## config.mk

```make
export PLATFORM = sky130hd
export DESIGN_NAME = cpu_bus_responder
export DESIGN_NICKNAME = d
export VERILOG_FILES = /design/src/rtl/cpu_bus_pkg.sv /design/src/rtl/bus_sync2.sv /design/src/rtl/cpu_bus_responder.sv
export SDC_FILE = /design/constraint.sdc
export NUM_CORES = 1
export LEC_CHECK = 0
export ABC_AREA = 1
export BUFFER_PORTS_ARGS = -buffer_cell sky130_fd_sc_hd__buf_2
export CORE_UTILIZATION = 45
export CTS_BUF_LIST = sky130_fd_sc_hd__clkbuf_4 sky130_fd_sc_hd__clkbuf_8 sky130_fd_sc_hd__clkbuf_16
export DETAILED_ROUTE_END_ITERATION = 7
export PLACE_DENSITY_LB_ADDON = 0.12
export SETUP_SLACK_MARGIN = 0.02
export SYNTH_ARGS = -nofsm -noshare
export SYNTH_HDL_FRONTEND = slang
export SYNTH_SLANG_ARGS = --single-unit
```

## constraint.sdc

```tcl
create_clock -name CLK -period 1.9 [get_ports CLK]
set_input_delay 0 -clock CLK [delete_from_list [all_inputs] [get_ports CLK]]
set_output_delay 0 -clock CLK [all_outputs]
set_load 0.005 [all_outputs]
```

## src/rtl/cpu_bus_pkg.sv

```systemverilog
// Shared types and helpers for the CPU bus responder: FSM encoding, SIZ codes,
// and the byte-lane enable logic for 32-bit and 16-bit ports.
package cpu_bus_pkg;

  localparam int unsigned DATA_W   = 32;
  localparam int unsigned ADDR_W   = 4;
  localparam int unsigned CNT_W    = 4;
  localparam int unsigned NUM_REGS = 4;
  localparam int unsigned LANES    = 4;

  typedef enum logic [1:0] {
    ST_IDLE = 2'd0,
    ST_WAIT = 2'd1,
    ST_ACK  = 2'd2,
    ST_HOLD = 2'd3
  } bus_state_e;

  localparam logic [1:0] SIZ_LONG  = 2'b00;
  localparam logic [1:0] SIZ_BYTE  = 2'b01;
  localparam logic [1:0] SIZ_WORD  = 2'b10;
  localparam logic [1:0] SIZ_3BYTE = 2'b11;

  // be[3] is lane 0 (bits 31:24), be[0] is lane 3 (bits 7:0).
  function automatic logic [LANES-1:0] lane_en(input logic [1:0] siz,
                                               input logic [1:0] a,
                                               input logic       port32);
    logic [1:0] half;
    logic [LANES-1:0] be;
    be   = '0;
    half = '0;
    if (port32) begin
      case (siz)
        SIZ_BYTE:  be = 4'b1000 >> a;
        SIZ_WORD:  be = a[1] ? 4'b0011 : 4'b1100;
        SIZ_3BYTE: be = (a == 2'b00) ? 4'b1110 : (4'b1111 >> a);
        default:   be = 4'b1111 >> a;
      endcase
    end else begin
      // 16-bit port: A1 picks the register half, A0 the byte within it.
      half = (siz == SIZ_BYTE) ? (a[0] ? 2'b01 : 2'b10) : 2'b11;
      be   = a[1] ? {2'b00, half} : {half, 2'b00};
    end
    return be;
  endfunction

  function automatic logic [DATA_W-1:0] lane_mask(input logic [LANES-1:0] be);
    return {{8{be[3]}}, {8{be[2]}}, {8{be[1]}}, {8{be[0]}}};
  endfunction

endpackage

```

## src/rtl/bus_sync2.sv

```systemverilog
// Two-flop synchroniser for an active-low asynchronous strobe; resets to the
// inactive (high) level.
module bus_sync2 (
  input  logic clk,
  input  logic rst_n,
  input  logic d,
  output logic q
);

  logic meta;

  always_ff @(posedge clk or negedge rst_n) begin
    if (!rst_n) begin
      meta <= 1'b1;
      q    <= 1'b1;
    end else begin
      meta <= d;
      q    <= meta;
    end
  end

endmodule

```

## src/rtl/cpu_bus_responder.sv

```systemverilog
// Asynchronous-bus slave with four 32-bit registers: synchronises AS_/DS_,
// inserts programmable wait states and answers with DSACK on a 32- or 16-bit port.
module cpu_bus_responder
  import cpu_bus_pkg::*;
#(
  parameter int unsigned WAITSTATES = 2,
  parameter bit          PORT32     = 1'b1
) (
  input  logic              CLK,
  input  logic              nRESET,
  input  logic              AS_,
  input  logic              DS_,
  input  logic              R_W,
  input  logic [1:0]        SIZ,
  input  logic [ADDR_W-1:0] ADDR,
  input  logic [DATA_W-1:0] DATA_IN,
  output logic [DATA_W-1:0] DATA_OUT,
  output logic              DATA_OE,
  output logic              DSACK0_,
  output logic              DSACK1_,
  output logic              BUSY
);

  logic s_as;
  logic s_ds;

  bus_state_e        state, state_d;
  logic [CNT_W-1:0]  cnt, cnt_d;
  logic              lat_rw, lat_rw_d;
  logic [1:0]        lat_siz, lat_siz_d;
  logic [ADDR_W-1:0] lat_addr, lat_addr_d;

  logic              dsack0_d, dsack1_d, oe_d, busy_d;
  logic [DATA_W-1:0] dout_d;
  logic              ack_entry;

  logic [DATA_W-1:0] regs [NUM_REGS];
  logic [1:0]        idx;
  logic [DATA_W-1:0] rd_word;
  logic [DATA_W-1:0] rd_data;
  logic [DATA_W-1:0] wr_data;
  logic [DATA_W-1:0] wr_mask;

  bus_sync2 u_sync_as (.clk(CLK), .rst_n(nRESET), .d(AS_), .q(s_as));
  bus_sync2 u_sync_ds (.clk(CLK), .rst_n(nRESET), .d(DS_), .q(s_ds));

  // Datapath views of the latched transfer; the 16-bit port uses DATA[31:16] only.
  always_comb begin
    idx     = lat_addr[3:2];
    rd_word = regs[idx];
    if (PORT32) begin
      rd_data = rd_word;
      wr_data = DATA_IN;
    end else begin
      rd_data = {(lat_addr[1] ? rd_word[15:0] : rd_word[31:16]), 16'h0000};
      wr_data = {DATA_IN[31:16], DATA_IN[31:16]};
    end
    wr_mask = lane_mask(lane_en(lat_siz, lat_addr[1:0], PORT32));
  end

  // Next-state and next-output logic.
  always_comb begin
    state_d    = state;
    cnt_d      = cnt;
    lat_rw_d   = lat_rw;
    lat_siz_d  = lat_siz;
    lat_addr_d = lat_addr;
    dsack0_d   = DSACK0_;
    dsack1_d   = DSACK1_;
    oe_d       = DATA_OE;
    dout_d     = DATA_OUT;
    ack_entry  = 1'b0;

    case (state)
      ST_IDLE: begin
        if (!s_as) begin
          state_d    = ST_WAIT;
          cnt_d      = CNT_W'(WAITSTATES);
          lat_rw_d   = R_W;
          lat_siz_d  = SIZ;
          lat_addr_d = ADDR;
        end
      end
      ST_WAIT: begin
        if (s_as) begin
          state_d = ST_IDLE;
        end else if (cnt == '0) begin
          if (!s_ds) begin
            state_d   = ST_ACK;
            ack_entry = 1'b1;
            dsack1_d  = 1'b0;
            dsack0_d  = ~PORT32;
            if (lat_rw) begin
              oe_d   = 1'b1;
              dout_d = rd_data;
            end
          end
        end else begin
          cnt_d = cnt - CNT_W'(1);
        end
      end
      ST_ACK: begin
        state_d = ST_HOLD;
      end
      ST_HOLD: begin
        // Only a negated AS_ ends the cycle; a re-assertion here is not seen.
        if (s_as) begin
          state_d  = ST_IDLE;
          dsack0_d = 1'b1;
          dsack1_d = 1'b1;
          oe_d     = 1'b0;
          dout_d   = '0;
        end
      end
      default: state_d = ST_IDLE;
    endcase

    busy_d = (state_d != ST_IDLE);
  end

  always_ff @(posedge CLK or negedge nRESET) begin
    if (!nRESET) begin
      state    <= ST_IDLE;
      cnt      <= '0;
      lat_rw   <= 1'b1;
      lat_siz  <= SIZ_LONG;
      lat_addr <= '0;
      DSACK0_  <= 1'b1;
      DSACK1_  <= 1'b1;
      DATA_OE  <= 1'b0;
      BUSY     <= 1'b0;
      DATA_OUT <= '0;
    end else begin
      state    <= state_d;
      cnt      <= cnt_d;
      lat_rw   <= lat_rw_d;
      lat_siz  <= lat_siz_d;
      lat_addr <= lat_addr_d;
      DSACK0_  <= dsack0_d;
      DSACK1_  <= dsack1_d;
      DATA_OE  <= oe_d;
      BUSY     <= busy_d;
      DATA_OUT <= dout_d;
    end
  end

  // Register file: a write lands once, on the edge that enters ACK.
  always_ff @(posedge CLK or negedge nRESET) begin
    if (!nRESET) begin
      for (int i = 0; i < NUM_REGS; i++) regs[i] <= '0;
    end else if (ack_entry && !lat_rw) begin
      regs[idx] <= (regs[idx] & ~wr_mask) | (wr_data & wr_mask);
    end
  end

endmodule

```

After elaboration in Yosys (flattened, before gate mapping)
Index checks and enable logic that the tools add are counted.

word-level totals
  output and inout bits = 36
  RAM bits = 0
  register bits after elaboration = 180
  bits in latches = 0
  ROM bits = 0
  memories = 0
  bits of input ports = 43

operators by class
  muxes and demuxes = 40
  bitwise logic cells = 6
  eq/ne operators = 13
  multiply operators = 0
  divide/modulo/power cells = 0
  shifts and indexed selects = 2
  magnitude comparators = 2
  add/subtract/negate cells = 1
  reduce and logical (&&, ||, !) cells = 13

operators by type and width
  operator             number
  $mux 32              8
  $bwmux 128           1
  $and 32x32->32       2
  $bmux 32 s2          1
  $demux 32 s2         1
  $pmux 32 s2          1
  $not 32->32          1
  $or 32x32->32        1
  $mux 4               5
  $mux 1               13
  $ne 2x2->1 const B   6
  $pmux 4 s3           1
  $mux 2               5
  $eq 2x2->1 const B   4
  $pmux 2 s4           1
  $pmux 4 s2           1
  $shr 4x2->4 const A  2
  $reduce_and 6->1     1
  $reduce_bool 2->1    3
  $reduce_and 5->1     1
  $eq 2x1->1 const B   2
  $logic_not 2->1      2
  $logic_not 4->1      1
  $pmux 1 s2           2
  other kinds (10)     11

Longest topological paths before layout
Gate-level depths: netlist of run 1.

  word-level depth = 9
  depth in mapped cells = 10
  depth with buffers taken out = 9

Cells and area by module
A second synthesis of run 1 with hierarchy kept.

unflattened totals
  cells, all modules = 1,182
  area, all modules = 8,808.4 µm²

by module, submodules not included
  module             times used  sequential area each (µm²)  cells an instance  area each (µm²)
  cpu_bus_responder  1           4,406.7                     1,178              8,703.3
  bus_sync2          2           52.6                        2                  52.6

Least setup slack after synthesis of run 1
No wires, ideal clock.

  path type = reg2reg
  start point = reg cnt[0]
  end point = reg regs[80] (netlist name)
  path slack = 0.331 ns
  cell stages (with the launch flop) = 9
  data required time = 1.782 ns
  buffers on the path = 1
  library setup time = 0.118 ns
  period minus slack after synthesis = 1.569 ns
  arrival = 1.451 ns
  path through = dfrtp_1 -> inv_1 -> ha_1 -> nand3_2 -> nor3_4 -> inv_2 -> buf_6 -> nand2_1 -> nand2_1

between the ends
  word-level cells in the longest chain between the ends = 5

RTL lines
  element                         line                      RTL
  start: declaration              cpu_bus_responder.sv:28   logic [CNT_W-1:0] cnt, cnt_d;
  start signal: assignment        cpu_bus_responder.sv:135  cnt <= cnt_d;
  $logic_not 4->1                 cpu_bus_responder.sv:87   end else if (cnt == '0) begin
  $mux 1                          cpu_bus_responder.sv:87
  $mux 1                          cpu_bus_responder.sv:85   if (s_as) begin
  $mux 1                          cpu_bus_responder.sv:74   case (state)
  $logic_and 1x1->1               cpu_bus_responder.sv:151  end else if (ack_entry && !lat_rw) begin
  end signal: indexed assignment  cpu_bus_responder.sv:152  regs[idx] <= (regs[idx] & ~wr_mask) | (wr_data & wr_mask);
  end: declaration                cpu_bus_responder.sv:37   logic [DATA_W-1:0] regs [NUM_REGS];

No other way between the ends.
A chain may end at the register's enable or synchronous reset.

Final worst setup path of run 1
  start point = reg lat_addr[3]
  end point = reg regs[122] (netlist name)

between the ends
  word-level cells in the longest chain between the ends = 7

RTL lines
  element                                      line                      RTL
  start: declaration                           cpu_bus_responder.sv:31   logic [ADDR_W-1:0] lat_addr, lat_addr_d;
  start signal: assignment                     cpu_bus_responder.sv:138  lat_addr <= lat_addr_d;
  $not 2->3 (*)                                cpu_bus_responder.sv:152
  $bmux 32 s2                                  cpu_bus_responder.sv:152
  $mux 32 (not written as such) (2 in series)  cpu_bus_responder.sv:152
  $and 32x32->32                               cpu_bus_responder.sv:152
  $or 32x32->32                                cpu_bus_responder.sv:152
  $bwmux 128 (*)                               cpu_bus_responder.sv:152

Every way passes the cells marked *; elsewhere a longest branch is shown, timed or not. The select of a mux whose other input is x is not followed.

==> summary.txt, run 1 <==
Synth
  • Synthesized instance count: 1,183
  • Synth top area cells: dfrtp_1 (49%), nand2_1 (26%), nand3_1 (10%), buf_2 (2.1%), a21oi_1 (1.9%)
  • Sequential share of the synthesized area: between 50 and 60%
  • Post-Syn Area: 8805 um2
  • Avg Cell Area, Syn: 7.443 um2
  • Yosys top cell area share: 49.45%
  • Largest area contributor in the netlist: dfrtp_1
  • YS warnings: 0
  • Post-Syn Nets: approximately 1,200
  • Yosys cell types: 24
  • Register bit total from synthesis: 180

Drt
  • Met3 wire length: between 1000 and 1500 um
  • DR top layer: met4
  • Starting DRT DRC Count: 594
  • Avg Vias per Cell: 5.169
  • Met2 wire len: 11,630 um
  • Routed wire length: roughly 25,000 um
  • M1 WL: 11,370 um
  • DRC errors left: 0
  • Drt first pass iters: 5
  • Drt wl/cell: 15.66 um
  • DR vias: 8,125
  • Routed Antenna Nets: 0

CTS
  • CTS Sinks: 180
  • CTS tree: built
  • Reg clk slew, reported paths: 70 ps
  • Root Driver: clkbuf_16
  • H-tree depth: 4
  • Clock buffer depth: 2
  • Worst skew pair latency: 430 ps
  • CTS Buf Count: 17

Floorplan
  • Initial Utilization: between 40% and 50%
  • Core ar.: between 15,000 and 20,000 um2
  • # IOs: 79
  • Die Y: around 140 um
  • Rows: 50
  • Die ar.: 20,130 um2
  • Die Wd: between 100 and 150 um

Critical path
  • Crit start category: flip-flop
  • CP startpoint: lat_addr[3]$_DFFE_PN0P_
  • Reg2reg end: regs[122]$_DFFE_PN0P_
  • CP max FO: 17
  • Setup Crit Path Kind: reg -> reg
  • R2R depth: 6
  • Reg-to-reg slack, setup: between 150 and 200 ps
  • Critical path data required time: around 2300 ps
  • R2R Path Start: lat_addr[3]$_DFFE_PN0P_
  • Worst setup endpoint: regs[122]$_DFFE_PN0P_
  • Kind of end point of the critical path: flip-flop
  • Arr. time, crit path: 2090 ps

Cells and area
  • Antenna Cells: 0
  • Net count, final: 1,345
  • Design Area, Final: approximately 11,000 um2
  • Layout cells sized above 1: 13.80%
  • Area delta synth->final: 21.19%
  • Post-Layout Cell Count: 1,572

Power
  • PD cells: 1647 nW/um2
  • Peak supply drop: 0.9478 mV
  • Leakage: 5.489 nW

GRT
  • First-pass GRT wire length: 40,170 um
  • Initial antenna violation count: 0
  • Largest net degree at the start of global routing: 48
  • Grt total ovfl: 0
  • Number of global-route vias before repair: 7,689
  • GRT Total Usage: approximately a quarter

STA
  • Final hold viol count: 0
  • Worst rel slew slack: a little over three fifths
  • Tmin final: 1728 ps
  • Final Cycle Share: 90.97%
  • Worst-margin pin slew: ~550 ps
  • Worst Skew: 9.462 ps
  • Worst Hold Slack: about 10 ps
  • F_max: ~0.58 GHz
  • Unrepaired setup endpoints after global routing: false
  • Setup TNS: 0 ps
  • Slew Viols, Final: 0
  • Final Setup Violations: 0

Placement
  • IO Port Bufs: just under 80
  • Dpl cell area: approximately 9600 um2
  • Placed cells: 1,505
  • Final GP Congestion: 0.8373
  • Post-DP HPWL: 15,530 um

Min path
  • Min-delay worst type: in -> reg

Run status
  • Status: finished clean

Job
  • Max capacitance violation total: 0
==> layout make-up <==
class                   count  area, um2
multi-input cells         904       3849
clock buffers              18      439.2
well taps                 260      325.3
fillers                  1830       8285
clock inverters            13      207.7
inverters                  43      176.4
flip-flops and latches    180       4513
repair buffers            154       1160
==> critical path: stages, from the launching register on <==
cell and delay, ps:
dfrtp_1 510, nor2_4 310, inv_2 80, nor3_4 250, buf_4 320, nand3_1 120
nand2_1 80
==> stage by stage <==
| stage | worst slack, ps | power [mW] | util (%) |
|---|---|---|---|
| floorplan | 331.2 | 11.04 | - |
| global placement | 106.7 | 13.49 | 50.84 |
| detailed placement | 37.81 | 13.58 | 50.84 |
| CTS | 59.84 | 17.59 | 56.07 |
| global route | 30.64 | 19.00 | 56.29 |
| finish | 171.5 | 17.57 | 56.29 |
==> cells in the final DEF, fill, tap and decap left out <==
master,n
nand2_1,618
nand3_1,183
dfrtp_1,173
buf_2,77
a21oi_1,34
dlygate4sd3_1,34
buf_4,32
inv_1,30
nor2_1,30
clkbuf_16,17
nand3b_1,16
inv_2,8
buf_12,8
o21ai_0,7
clkinvlp_4,7
dfstp_2,6
bufinv_16,5
nor3_4,4
inv_4,4
nor2_2,3
buf_6,3
ha_1,2
nand3_4,1
nand3_2,1
nor2_4,1
inv_6,1
o21ai_1,1
o21bai_1,1
nand4_1,1
xor2_1,1
clkbuf_8,1
clkinv_2,1
dfrtp_2,1
==> state kept, by name, indices dropped and copies added (netlist names) <==
signal          count
regs              128
DATA_OUT           32
cnt                 4
lat_addr            4
lat_siz             2
state               2
BUSY                1
DATA_OE             1
DSACK1_             1
lat_rw              1
u_sync_as.meta      1
u_sync_as.q         1
u_sync_ds.meta      1
u_sync_ds.q         1
==> cells by family after synthesis <==
kind of cell	Yosys count	synth area share (%)
simple gates	858	40.77
flops	180	51.24
buf+inv	99	5.130
compound gates	43	2.473
fa+ha+maj	2	0.2842
xor+xnor	1	0.09949
==> synthesized netlist by cell type, drive strengths merged <==
| cell | number |
|---|---|
| inv | 43 |
| ha | 2 |
| clkbuf | 10 |
| nand4 | 1 |
| dfstp | 6 |
| o21ai | 8 |
| nor2 | 34 |
| o21bai | 1 |
| nand3b | 16 |
| nor3 | 4 |
| xor2 | 1 |
| nand3 | 185 |
| dfrtp | 174 |
| nand2 | 618 |
| a21oi | 34 |
| buf | 46 |
==> timing repair <==
action / in CTS / in global routing
cloned: 0 / 0
setup buffers: 0 / 2
endpoints found under the setup margin: 5 / 155
endpoints found under the hold margin: 270 / 0
resized for setup: 1 / 12
pin swaps: 0 / 1
hold buffers: 34 / 0
==> power breakdown <==
group	leakage (nW)	internal (mW)	switching, mW	total, mW
Sequential	1.79	5.22	0.796	6.01
Clock	0.292	2.36	1.54	3.90
Combinational	3.40	2.61	5.05	7.66
==> worst min-delay path by stage <==
stage | startpoint | endpoint | slack (ps) | depth (start not counted)
5_1_grt | DATA_IN[25] | regs[121]$_DFFE_PN0P_ | 30 | 5
3_3_place_gp | nRESET | DATA_OUT[7]$_DFFE_PN0P_ | -0.8 | 1
2_1_floorplan | nRESET | BUSY$_DFF_PN0_ | -300 | 0
6_report | DATA_IN[22] | regs[86]$_DFFE_PN0P_ | 10 | 5
3_5_place_dp | nRESET | DATA_OUT[7]$_DFFE_PN0P_ | -0.3 | 1
4_1_cts | DATA_IN[9] | regs[9]$_DFFE_PN0P_ | 1 | 4
==> per-layer routing <==
metal	global-route usage [%]	vias up
met4	7.131	0
met5	0	-
met2	42.16	258
met1	36.20	3859
met3	3.881	19
li1	-	3989
Power figures use the tool's default switching activity.
==> run 2, diff against run 1 <==
- MAX_ROUTING_LAYER: default -> met4
==> run 2 against run 1 <==
Against the previous run: clock power about the same; final cell count unchanged; via count about the same; flip-flop and latch count unchanged; count of clock-buffer cells in the layout unchanged; largest cell class unchanged; largest power group unchanged.
==> summary.txt, run 2 (synthesis results as in run 1) <==
GRT
  • Initial antenna violation count: 0
  • GRT Total Usage: approximately a quarter
  • First-pass GRT wire length: between 40,000 and 50,000 um
  • Largest net degree at the start of global routing: 48
  • Grt total ovfl: 0
  • Number of global-route vias before repair: 7,688

Drt
  • DR vias: 8,118
  • Avg Vias per Cell: about 5.2
  • Routed Antenna Nets: 0
  • DRC errors left: 0
  • Drt first pass iters: 5
  • Drt wl/cell: 15.72 um
  • Starting DRT DRC Count: 632
  • Routed wire length: approximately 25,000 um

STA
  • Setup TNS: 0 ps
  • Worst rel slew slack: 63.16%
  • Worst-margin pin slew: around 550 ps
  • Unrepaired setup endpoints after global routing: false
  • Slew Viols, Final: 0
  • Final Cycle Share: 91.47%
  • Tmin final: 1738 ps
  • Worst Hold Slack: 10.82 ps
  • F_max: 0.5754 GHz
  • Worst Skew: 7.303 ps
  • Final hold viol count: 0
  • Final Setup Violations: 0
  • Final worst slack: between 150 and 200 ps

Power
  • Leakage: 5.489 nW
  • Peak supply drop: 0.9456 mV
  • Power Total: around 18 mW
  • PD cells: 1647 nW/um2

Floorplan
  • Die Y: approximately 140 um
  • Initial Utilization: 46.45%
  • Core ar.: 18,960 um2
  • Rows: 50
  • Die Wd: 141.9 um
  • Die ar.: 20,130 um2
  • # IOs: 79

CTS
  • Clock buffer depth: 2
  • H-tree depth: 4
  • Root Driver: clkbuf_16
  • CTS Buf Count: 17
  • CTS tree: built
  • Worst skew pair latency: 430 ps
  • Reg clk slew, reported paths: 70 ps
  • CTS Sinks: 180

Job
  • Max capacitance violation total: 0

Critical path
  • Setup Crit Path Kind: reg -> reg
  • Critical path data required time: approximately 2300 ps
  • Kind of end point of the critical path: flip-flop
  • CP max FO: 17
  • Arr. time, crit path: 2100 ps
  • Crit start category: flip-flop

Placement
  • Post-DP HPWL: 15,530 um
  • Dpl cell area: 9638 um2
  • IO Port Bufs: 78
  • Pre-CTS WS: 37.81 ps
  • Final GP Congestion: approximately 0.85
  • Placed cells: about 1,500

Run status
  • Status: finished clean

Cells and area
  • Max FFs per register: between 100 and 150
  • Net count, final: 1,345
  • Antenna Cells: 0
  • Top flop regs: regs x128, DATA_OUT x32
  • Layout cells sized above 1: between 10 and 15%
  • Largest Register: regs
  • Post-Route Utilization: approximately 56%
  • Area delta synth->final: 21.19%
  • Commonest non-fill, non-tap cells in the layout: nand2_1 (618), nand3_1 (183), dfrtp_1 (173)
  • Post-Layout Cell Count: 1,572
  • Design Area, Final: ~11,000 um2
  • Most common cell after layout, fill and taps aside: nand2_1

Min path
  • Min-delay worst type: in -> reg
[run 2: what timing repair did]
action	CTS	global route
buffers inserted	0	2
pin swaps	0	1
hold buffers	34	0
endpoints found under the hold margin	270	0
gates resized for setup	1	12
setup endpoints to repair	5	155
[run 2: final timing paths]
path	startpoint	end	slack (ps)	depth (start not counted)
min reg2reg	u_sync_ds.meta$_DFF_PN1_	u_sync_ds.q$_DFF_PN1_	360	0
min	DATA_IN[25]	regs[57]$_DFFE_PN0P_	10	5
max reg2reg	lat_addr[3]$_DFFE_PN0P_	regs[122]$_DFFE_PN0P_	160	6
max	lat_addr[3]$_DFFE_PN0P_	regs[122]$_DFFE_PN0P_	160	6
max in group asynchronous	nRESET	u_sync_as.meta$_DFF_PN1_	1170	3
min in group asynchronous	nRESET	DATA_OUT[7]$_DFFE_PN0P_	110	2
[run 2: cell type report]
| type | count | area (um2) |
|---|---|---|
| Sequential cell | 180 | 4513 |
| Inverter | 43 | 176.4 |
| Multi-Input combinational cell | 904 | 3849 |
| Fill cell | 1830 | 8285 |
| Clock inverter | 13 | 207.7 |
| Timing Repair Buffer | 154 | 1160 |
| Tap cell | 260 | 325.3 |
| Clock buffer | 18 | 439.2 |
[run 2: metal layers]
metal / track usage (%) / share of wire (%) / up-vias
li1: - / - / 3990
met1: 36.17 / 46 / 3838
met2: 42.13 / 47 / 268
met3: 3.881 / 6.0 / 22
met4: 7.131 / 1.0 / 0
met5: - / 0 / -
[run 2: critical path, stage by stage, from the launching register on]
cell and delay, ps:
dfrtp_1 510, nor2_4 310, inv_2 80, nor3_4 240, buf_4 320, nand3_1 120, nand2_1 80
[run 2: where the power goes]
part | internal [mW] | switching, mW | total [mW]
sequential | 5.22 | 0.798 | 6.02
clock | 2.36 | 1.54 | 3.90
combinational | 2.61 | 5.05 | 7.66
total | 10.2 | 7.39 | 17.6
